File: src/rtl/toe_pkg.sv
// Shared constants and types for the TCP offload header extractor.
package toe_pkg;

   localparam logic [1:0]  RQ_NONE        = 2'd0;
   localparam logic [1:0]  RQ_LOOKUP      = 2'd1;
   localparam logic [1:0]  RQ_INSERT      = 2'd2;
   localparam logic [1:0]  RQ_DELETE      = 2'd3;
   localparam logic [7:0]  ERR_TIMEOUT    = 8'hFF;
   localparam logic [15:0] ETHERTYPE_IPV4 = 16'h0800;
   localparam logic [7:0]  PROTO_TCP      = 8'd6;

   typedef enum logic [2:0] {
      StIdle,
      StParse,
      StReq,
      StWait,
      StDrain,
      StDrop
   } he_state_e;

   // SYN-only opens a flow, FIN closes it, everything else is a lookup.
   function automatic logic [1:0] rq_code(input logic syn, input logic ack, input logic fin);
      if (syn && !ack) return RQ_INSERT;
      if (fin)         return RQ_DELETE;
      return RQ_LOOKUP;
   endfunction

endpackage

File: src/rtl/req_tracker.sv
// Tracks the outstanding searcher request: tag counter, timeout and completion matching.
module req_tracker
   import toe_pkg::*;
#(
   parameter int unsigned TIMEOUT = 255
) (
   input  logic       i_clk,
   input  logic       i_rst_n,
   input  logic       i_start,
   input  logic       i_wait,
   input  logic       i_done,
   input  logic [7:0] i_id,
   input  logic [7:0] i_error,
   output logic [7:0] o_id,
   output logic       o_finish,
   output logic       o_res_valid,
   output logic [7:0] o_res_id,
   output logic [7:0] o_res_error
);

   localparam int unsigned TW = $clog2(TIMEOUT + 1);

   logic [7:0]    r_id;
   logic [TW-1:0] r_tmo;
   logic          r_res_valid;
   logic [7:0]    r_res_id;
   logic [7:0]    r_res_error;
   logic          w_match;
   logic          w_expire;

   assign w_match  = i_wait & i_done & (i_id == r_id);
   assign w_expire = i_wait & (r_tmo == TW'(TIMEOUT - 1));
   assign o_finish = w_match | w_expire;

   always_ff @(posedge i_clk) begin
      if (!i_rst_n) begin
         r_id        <= 8'd0;
         r_tmo       <= '0;
         r_res_valid <= 1'b0;
         r_res_id    <= 8'd0;
         r_res_error <= 8'd0;
      end else begin
         r_res_valid <= 1'b0;
         if (i_start) begin
            r_tmo <= '0;
         end else if (i_wait && !o_finish) begin
            r_tmo <= r_tmo + 1'b1;
         end
         // Tag advances only once the request is retired so it stays stable through WAIT.
         if (o_finish) begin
            r_res_valid <= 1'b1;
            r_res_id    <= r_id;
            r_res_error <= w_match ? i_error : ERR_TIMEOUT;
            r_id        <= r_id + 8'd1;
         end
      end
   end

   assign o_id        = r_id;
   assign o_res_valid = r_res_valid;
   assign o_res_id    = r_res_id;
   assign o_res_error = r_res_error;

endmodule

File: src/rtl/header_extractor.sv
// Parses Ethernet/IPv4/TCP headers from a byte stream and issues one search request per frame.
module header_extractor
   import toe_pkg::*;
#(
   parameter int unsigned TIMEOUT = 255
) (
   input  logic        he_clk,
   input  logic        he_rst,
   input  logic [7:0]  he_in_data,
   input  logic        he_in_valid,
   input  logic        he_in_sop,
   input  logic        he_in_eop,
   output logic        he_in_ready,
   output logic [1:0]  he_rq,
   output logic [7:0]  he_id_out,
   output logic [31:0] he_ip_src,
   output logic [31:0] he_ip_dst,
   output logic [23:0] he_mac_src,
   output logic [23:0] he_mac_dst,
   output logic [15:0] he_port_src,
   output logic [15:0] he_port_dst,
   input  logic        he_done_in,
   input  logic [7:0]  he_id_in,
   input  logic [7:0]  he_error_in,
   output logic        he_res_valid,
   output logic [7:0]  he_res_id,
   output logic [7:0]  he_res_error,
   output logic [7:0]  he_drop_cnt
);

   he_state_e   r_state, w_state_nxt;
   logic [10:0] r_offset;
   logic [7:0]  r_etype_hi, r_flags, r_drop_cnt;
   logic [3:0]  r_ihl;
   logic        r_eop_seen;
   logic [31:0] r_ip_src, r_ip_dst;
   logic [23:0] r_mac_src, r_mac_dst;
   logic [15:0] r_port_src, r_port_dst;
   logic        w_accept, w_parse, w_is_flags, w_bad, w_drop_inc, w_finish;
   logic [10:0] w_off, w_t, w_flag_off;

   assign he_in_ready = !(r_state == StReq || r_state == StWait);
   assign w_accept    = he_in_valid & he_in_ready;
   assign w_off       = he_in_sop ? 11'd0 : r_offset;
   assign w_t         = 11'd14 + {5'd0, r_ihl, 2'b00};
   assign w_flag_off  = w_t + 11'd13;
   assign w_parse     = w_accept && (r_state == StParse) && !he_in_sop;
   // Earliest legal flags offset is 47 (IHL=5); guards against a stale IHL before byte 14.
   assign w_is_flags  = (w_off >= 11'd47) && (w_off == w_flag_off);
   assign w_bad = ((w_off == 11'd13) && ({r_etype_hi, he_in_data} != ETHERTYPE_IPV4))
               || ((w_off == 11'd14) && ((he_in_data[7:4] != 4'd4) || (he_in_data[3:0] < 4'd5)))
               || ((w_off == 11'd23) && (he_in_data != PROTO_TCP));

   always_comb begin
      w_state_nxt = r_state;
      w_drop_inc  = 1'b0;
      unique case (r_state)
         StIdle: begin
            if (w_accept && he_in_sop) begin
               if (he_in_eop) w_drop_inc = 1'b1;
               else           w_state_nxt = StParse;
            end
         end
         StParse: begin
            if (w_accept && he_in_sop) begin
               w_drop_inc = 1'b1;
               if (he_in_eop) w_state_nxt = StIdle;
            end else if (w_parse && (w_bad || (he_in_eop && !w_is_flags))) begin
               if (he_in_eop) begin
                  w_drop_inc  = 1'b1;
                  w_state_nxt = StIdle;
               end else begin
                  w_state_nxt = StDrop;
               end
            end else if (w_parse && w_is_flags) begin
               w_state_nxt = StReq;
            end
         end
         StReq:  w_state_nxt = StWait;
         StWait: if (w_finish) w_state_nxt = StDrain;
         StDrain: begin
            if (w_accept && he_in_sop) begin
               if (!r_eop_seen) w_drop_inc = 1'b1;
               w_state_nxt = he_in_eop ? StIdle : StParse;
            end else if (r_eop_seen || (w_accept && he_in_eop)) begin
               w_state_nxt = StIdle;
            end
         end
         StDrop: begin
            if (w_accept && he_in_eop) begin
               w_drop_inc  = 1'b1;
               w_state_nxt = StIdle;
            end
         end
         default: w_state_nxt = StIdle;
      endcase
   end

   always_ff @(posedge he_clk) begin
      if (!he_rst) begin
         r_state    <= StIdle;
         r_offset   <= 11'd0;
         r_etype_hi <= 8'd0;
         r_flags    <= 8'd0;
         r_ihl      <= 4'd0;
         r_eop_seen <= 1'b0;
         r_drop_cnt <= 8'd0;
         r_ip_src   <= 32'd0;
         r_ip_dst   <= 32'd0;
         r_mac_src  <= 24'd0;
         r_mac_dst  <= 24'd0;
         r_port_src <= 16'd0;
         r_port_dst <= 16'd0;
      end else begin
         r_state <= w_state_nxt;
         if (w_accept) r_offset <= (w_off == 11'd2047) ? 11'd2047 : w_off + 11'd1;
         if (w_accept && he_in_sop) r_ihl <= 4'd0;
         if (w_drop_inc && (r_drop_cnt != 8'hFF)) r_drop_cnt <= r_drop_cnt + 8'd1;
         if (r_state == StParse && w_state_nxt == StReq) r_eop_seen <= he_in_eop;
         if (w_parse) begin
            case (w_off)
               11'd3:  r_mac_dst[23:16] <= he_in_data;
               11'd4:  r_mac_dst[15:8]  <= he_in_data;
               11'd5:  r_mac_dst[7:0]   <= he_in_data;
               11'd9:  r_mac_src[23:16] <= he_in_data;
               11'd10: r_mac_src[15:8]  <= he_in_data;
               11'd11: r_mac_src[7:0]   <= he_in_data;
               11'd12: r_etype_hi       <= he_in_data;
               11'd14: r_ihl            <= he_in_data[3:0];
               11'd26: r_ip_src[31:24]  <= he_in_data;
               11'd27: r_ip_src[23:16]  <= he_in_data;
               11'd28: r_ip_src[15:8]   <= he_in_data;
               11'd29: r_ip_src[7:0]    <= he_in_data;
               11'd30: r_ip_dst[31:24]  <= he_in_data;
               11'd31: r_ip_dst[23:16]  <= he_in_data;
               11'd32: r_ip_dst[15:8]   <= he_in_data;
               11'd33: r_ip_dst[7:0]    <= he_in_data;
               default: ;
            endcase
            if (w_off >= 11'd34) begin
               if (w_off == w_t)          r_port_src[15:8] <= he_in_data;
               if (w_off == w_t + 11'd1)  r_port_src[7:0]  <= he_in_data;
               if (w_off == w_t + 11'd2)  r_port_dst[15:8] <= he_in_data;
               if (w_off == w_t + 11'd3)  r_port_dst[7:0]  <= he_in_data;
            end
            if (w_is_flags) r_flags <= he_in_data;
         end
      end
   end

   assign he_rq = (r_state == StReq) ? rq_code(r_flags[1], r_flags[4], r_flags[0]) : RQ_NONE;

   req_tracker #(
      .TIMEOUT (TIMEOUT)
   ) u_req_tracker (
      .i_clk       (he_clk),
      .i_rst_n     (he_rst),
      .i_start     (r_state == StReq),
      .i_wait      (r_state == StWait),
      .i_done      (he_done_in),
      .i_id        (he_id_in),
      .i_error     (he_error_in),
      .o_id        (he_id_out),
      .o_finish    (w_finish),
      .o_res_valid (he_res_valid),
      .o_res_id    (he_res_id),
      .o_res_error (he_res_error)
   );

   assign he_ip_src   = r_ip_src;
   assign he_ip_dst   = r_ip_dst;
   assign he_mac_src  = r_mac_src;
   assign he_mac_dst  = r_mac_dst;
   assign he_port_src = r_port_src;
   assign he_port_dst = r_port_dst;
   assign he_drop_cnt = r_drop_cnt;

endmodule

File: config.mk
export PLATFORM = sky130hd
export DESIGN_NAME = header_extractor
export DESIGN_NICKNAME = d
export VERILOG_FILES = /design/src/rtl/toe_pkg.sv /design/src/rtl/req_tracker.sv /design/src/rtl/header_extractor.sv
export SDC_FILE = /design/constraint.sdc
export NUM_CORES = 1
export LEC_CHECK = 0
export CELL_PAD_IN_SITES_DETAIL_PLACEMENT = 0
export CELL_PAD_IN_SITES_GLOBAL_PLACEMENT = 1
export CORE_AREA = 4 4 185 187
export CTS_CLUSTER_DIAMETER = 60
export DETAILED_ROUTE_END_ITERATION = 10
export DIE_AREA = 0 0 189 191
export PLACE_DENSITY = 0.72
export SYNTH_ARGS = -nofsm -noshare
export SYNTH_HDL_FRONTEND = slang
export SYNTH_HIERARCHICAL = 1
export SYNTH_SLANG_ARGS = --single-unit
File: constraint.sdc
create_clock -name he_clk -period 8.5 [get_ports he_clk]
set_input_delay 1.7 -clock he_clk [delete_from_list [all_inputs] [get_ports he_clk]]
set_output_delay 1.7 -clock he_clk [all_outputs]
set_load 0.01 [all_outputs]
==> implementation parameters <==
Parameter                              Value

CTS
  Largest buffer count on any clock path    3
  Number of clock sinks    215
  CTS tree    yes
  Number of resized instances in the post-cts repair step    0
  Post-CTS setup buffers    0
  Number of levels the H-tree was split into    1
  Worst skew pair latency    0.52 ns
  Reg clk slew, reported paths    0.06 ns
  Number of clock buffers inserted by TritonCTS    26
  Cell at the root of the clock tree    sky130_fd_sc_hd__clkbuf_16
  Cts hold-fix bufs    0

Yosys
  Post-synthesis net count    1098
  Synth warnings    6
  Number of enable flip-flop cells after synthesis    0
  Library cells used by synthesis    78
  Portion of the post-synthesis area used by sequential elements    44.6%
  Seq cells post-synth    215
  Async SR Flop Fraction    0%
  Post-Synthesis Cells    1058
  Average size of a mapped cell    9.12 µm²
  Mapped cell area    9650 µm²
  Leading register cell type out of synthesis    sky130_fd_sc_hd__dfxtp_1

GRT
  Total gr overflow    0
  Vias in the first global route    8002
  Global-route wire length before repair    47000 µm
  Initial antenna violation count    0
  Pin count of the biggest net entering global routing    91
  Overall routing resource usage    16.0%

Route
  Number of optimization iterations in the first detailed-route pass    5
  Routed length per instance    17.5 µm
  Antenna Violating Nets Remaining    0
  Violation count after the first detailed-route iteration    516
  Via density per instance    4.83
  Number of design rule violations left after detail routing    0
  DR vias    8196
  Routed WL    29700 µm

Setup path
  Biggest cell delay along the critical path    0.53 ns
  Class of the most critical setup path    in2reg
  Arrival time at the worst endpoint    5.05 ns
  Slowest-stage cell, CP    sky130_fd_sc_hd__ha_1
  Setup slack of the most critical reg-to-reg path    5.34 ns
  Beginning of the worst register-to-register path    r_state[2]
  Highest net fanout along the worst path    42
  Largest delay contributor family on the critical path    buffers and inverters
  Endpoint of the worst-slack reg-to-reg timing path    r_state[2]
  Worst path cell trace    clkdlybuf4s50_1, buf_4, clkinv_1, nand2_1, ha_1, o211ai_1, a31oi_1, nand3_2, mux2i_1
  Required @ worst endpoint    8.94 ns
  Kind of start point of the critical path    input pin
  Number of cells traversed by the worst register-to-register path    10
  Type of destination of the critical path    flop
  Buf/Inv on CP    3

STA
  Measured slew at the worst slew-check pin    0.974 ns
  Total count of max-transition violations in the final report    0
  Post-layout minimum cycle time    4.62 ns
  Number of hold violations in the final report    0
  Setup TNS    0 ns
  Crit share post-route    54.3%
  Setup clock skew after layout    0.0125 ns
  Worst setup slack after layout    3.88 ns
  Total setup violations reported at the end of the flow    0
  RSZ-0062 raised after global routing    false
  Top achievable clock speed    217 MHz
  Worst-case hold slack    0.455 ns
  Max-Slew Margin vs Limit    35.0%

Placement
  Final weighted congestion of routability-driven global placement    0.801
  Placed instance count    1650
  Worst setup slack before clock tree synthesis    3.39 ns
  Number of buffer cells added on primary ports    209
  Half-perimeter wire length of the detailed placement result    20300 µm

Layout
  Post-Route Utilization    39.9%
  Nets@finish    1276
  Leading cell type in the layout, fill and taps excluded    sky130_fd_sc_hd__dfxtp_1
  Layout overhead on the synthesized area    34.2%
  Number of non-filler instances in the completed layout    1696
  Number of filler cells placed in the layout    3205
  Layout cell share with drive strength beyond 1    7.74%
  Top library cells by usage in the layout, fill and taps aside    sky130_fd_sc_hd__dfxtp_1, sky130_fd_sc_hd__clkdlybuf4s50_1, sky130_fd_sc_hd__nor2_1
  Count of antenna diodes in the layout    0

Floorplanning
  Count of pins on the block boundary    210
  Area enclosed by the die boundary    36100 µm²
  DIE WIDTH    189 µm
  Floorplan Core Area    32500 µm²
  Row count    66
  Die Y-Extent    191 µm
  Effective utilization at floorplan    29.7%

Min path
  Hold crit path type    reg2reg
  Hold path endpoint    r_etype_hi[6]
  Launch point of the worst hold path    r_etype_hi[6]
  Hold Path Cell Cnt    2

Power
  Power density cells    174 nW/µm²
  Static power due to leakage    5.15 nW
  Worst VDD drop    140 µV

Run
  Max_cap viols    0

Run status
  Outcome    complete, no violations
## area by class of cell
class / instances / area, µm² / share of cell area (%)
clock buffers: 39 / 761 / 5.87
multi-input cells: 752 / 4970 / 38.3
flip-flops and latches: 215 / 4300 / 33.2
well taps: 442 / 553 / 4.27
repair buffers: 220 / 2170 / 16.7
clock inverters: 7 / 120 / 0.927
inverters: 21 / 81.3 / 0.628
## per-layer routing
metal	GRT usage, %	wire length, µm
met1	20.7	13100
met2	27.0	14400
met3	4.07	1750
met4	3.62	513
met5	0	0
## cell usage after synthesis, types with 4 or more instances
library cell               number  share of area [%]
sky130_fd_sc_hd__nor2_1       174                6.8
sky130_fd_sc_hd__buf_2         13               0.67
sky130_fd_sc_hd__o21a_1         4               0.31
sky130_fd_sc_hd__buf_4          4               0.31
sky130_fd_sc_hd__nand3_2        4               0.41
sky130_fd_sc_hd__clkbuf_1      51                2.0
sky130_fd_sc_hd__xor2_1         9               0.82
sky130_fd_sc_hd__nor3_4         7                1.2
sky130_fd_sc_hd__nor2b_1       10               0.65
sky130_fd_sc_hd__o221a_2        7               0.82
sky130_fd_sc_hd__o21ai_0       23                1.2
sky130_fd_sc_hd__ha_1          10                1.3
sky130_fd_sc_hd__nand2b_1      14               0.91
sky130_fd_sc_hd__nand2_1       90                3.5
sky130_fd_sc_hd__a211oi_1       9               0.70
sky130_fd_sc_hd__nor3_1        10               0.52
sky130_fd_sc_hd__a21oi_1       69                3.6
sky130_fd_sc_hd__mux2i_1      153                 16
sky130_fd_sc_hd__xnor2_1        6               0.54
sky130_fd_sc_hd__or3_1         12               0.78
sky130_fd_sc_hd__inv_1         19               0.74
sky130_fd_sc_hd__o22ai_1        4               0.26
sky130_fd_sc_hd__and3_1         6               0.39
sky130_fd_sc_hd__nand4_1       14               0.91
sky130_fd_sc_hd__nand3_1       35                1.8
sky130_fd_sc_hd__dfxtp_1      215                 45
## sequential cells by signal (all words and copies together), names as in the netlist, 4 cells and up
| name | flops |
|---|---|
| u_req_tracker/o_res_error | 8 |
| he_ip_src | 32 |
| r_ihl | 4 |
| r_etype_hi | 8 |
| he_drop_cnt | 8 |
| u_req_tracker/o_res_id | 8 |
| r_offset | 11 |
| he_ip_dst | 32 |
| he_port_dst | 16 |
| u_req_tracker/r_tmo | 8 |
| u_req_tracker/o_id | 8 |
| he_mac_dst | 24 |
| he_port_src | 16 |
| he_mac_src | 24 |
## report_power, final
part / switching, W / internal [W] / leakage [nW]
registers: 0.00000669 / 0.00101 / 1.73
logic: 0.0000688 / 0.0000327 / 2.99
clock network: 0.000425 / 0.000708 / 0.426
total: 0.000501 / 0.00175 / 5.15
## kinds of logic (layout without fill, tap and decap cells)
kind of cell               Yosys count  in the layout  synth area share [%]
xor gates and xnor gates            16             16                  1.61
and+or+nand+nor                    416            416                  21.9
DFF                                215            215                  44.6
adders and majority gates           10             10                  1.30
muxes                              153            153                  15.9
buffers and inverters               91            287                  4.02
AOI/OAI and AO/OA                  157            157                  10.7
## tightest hold or removal path: cells and delay by family, from the launching register on
kind,cells,cell delay [ns]
compound gates,1,0.05
flops,1,0.31
simple gates,1,0.05
## stage by stage
step	total power (W)	instance area, µm²
2_1_floorplan	0.00110	9650
3_3_place_gp	0.00114	12100
3_5_place_dp	0.00114	12100
4_1_cts	0.00228	13000
5_1_grt	0.00233	13000
6_report	0.00225	13000
## worst max path at each step
stage | start | end | cells after the start
floorplan | he_in_sop | he_drop_cnt[0] | 12
global placement | he_in_sop | he_port_src[7] | 10
detailed placement | he_in_sop | he_port_src[3] | 10
CTS | he_in_sop | he_port_src[2] | 10
global route | he_in_sop | he_port_src[3] | 10
finish | he_in_sop | he_port_dst[8] | 9
(Power assumes the default switching activity.)
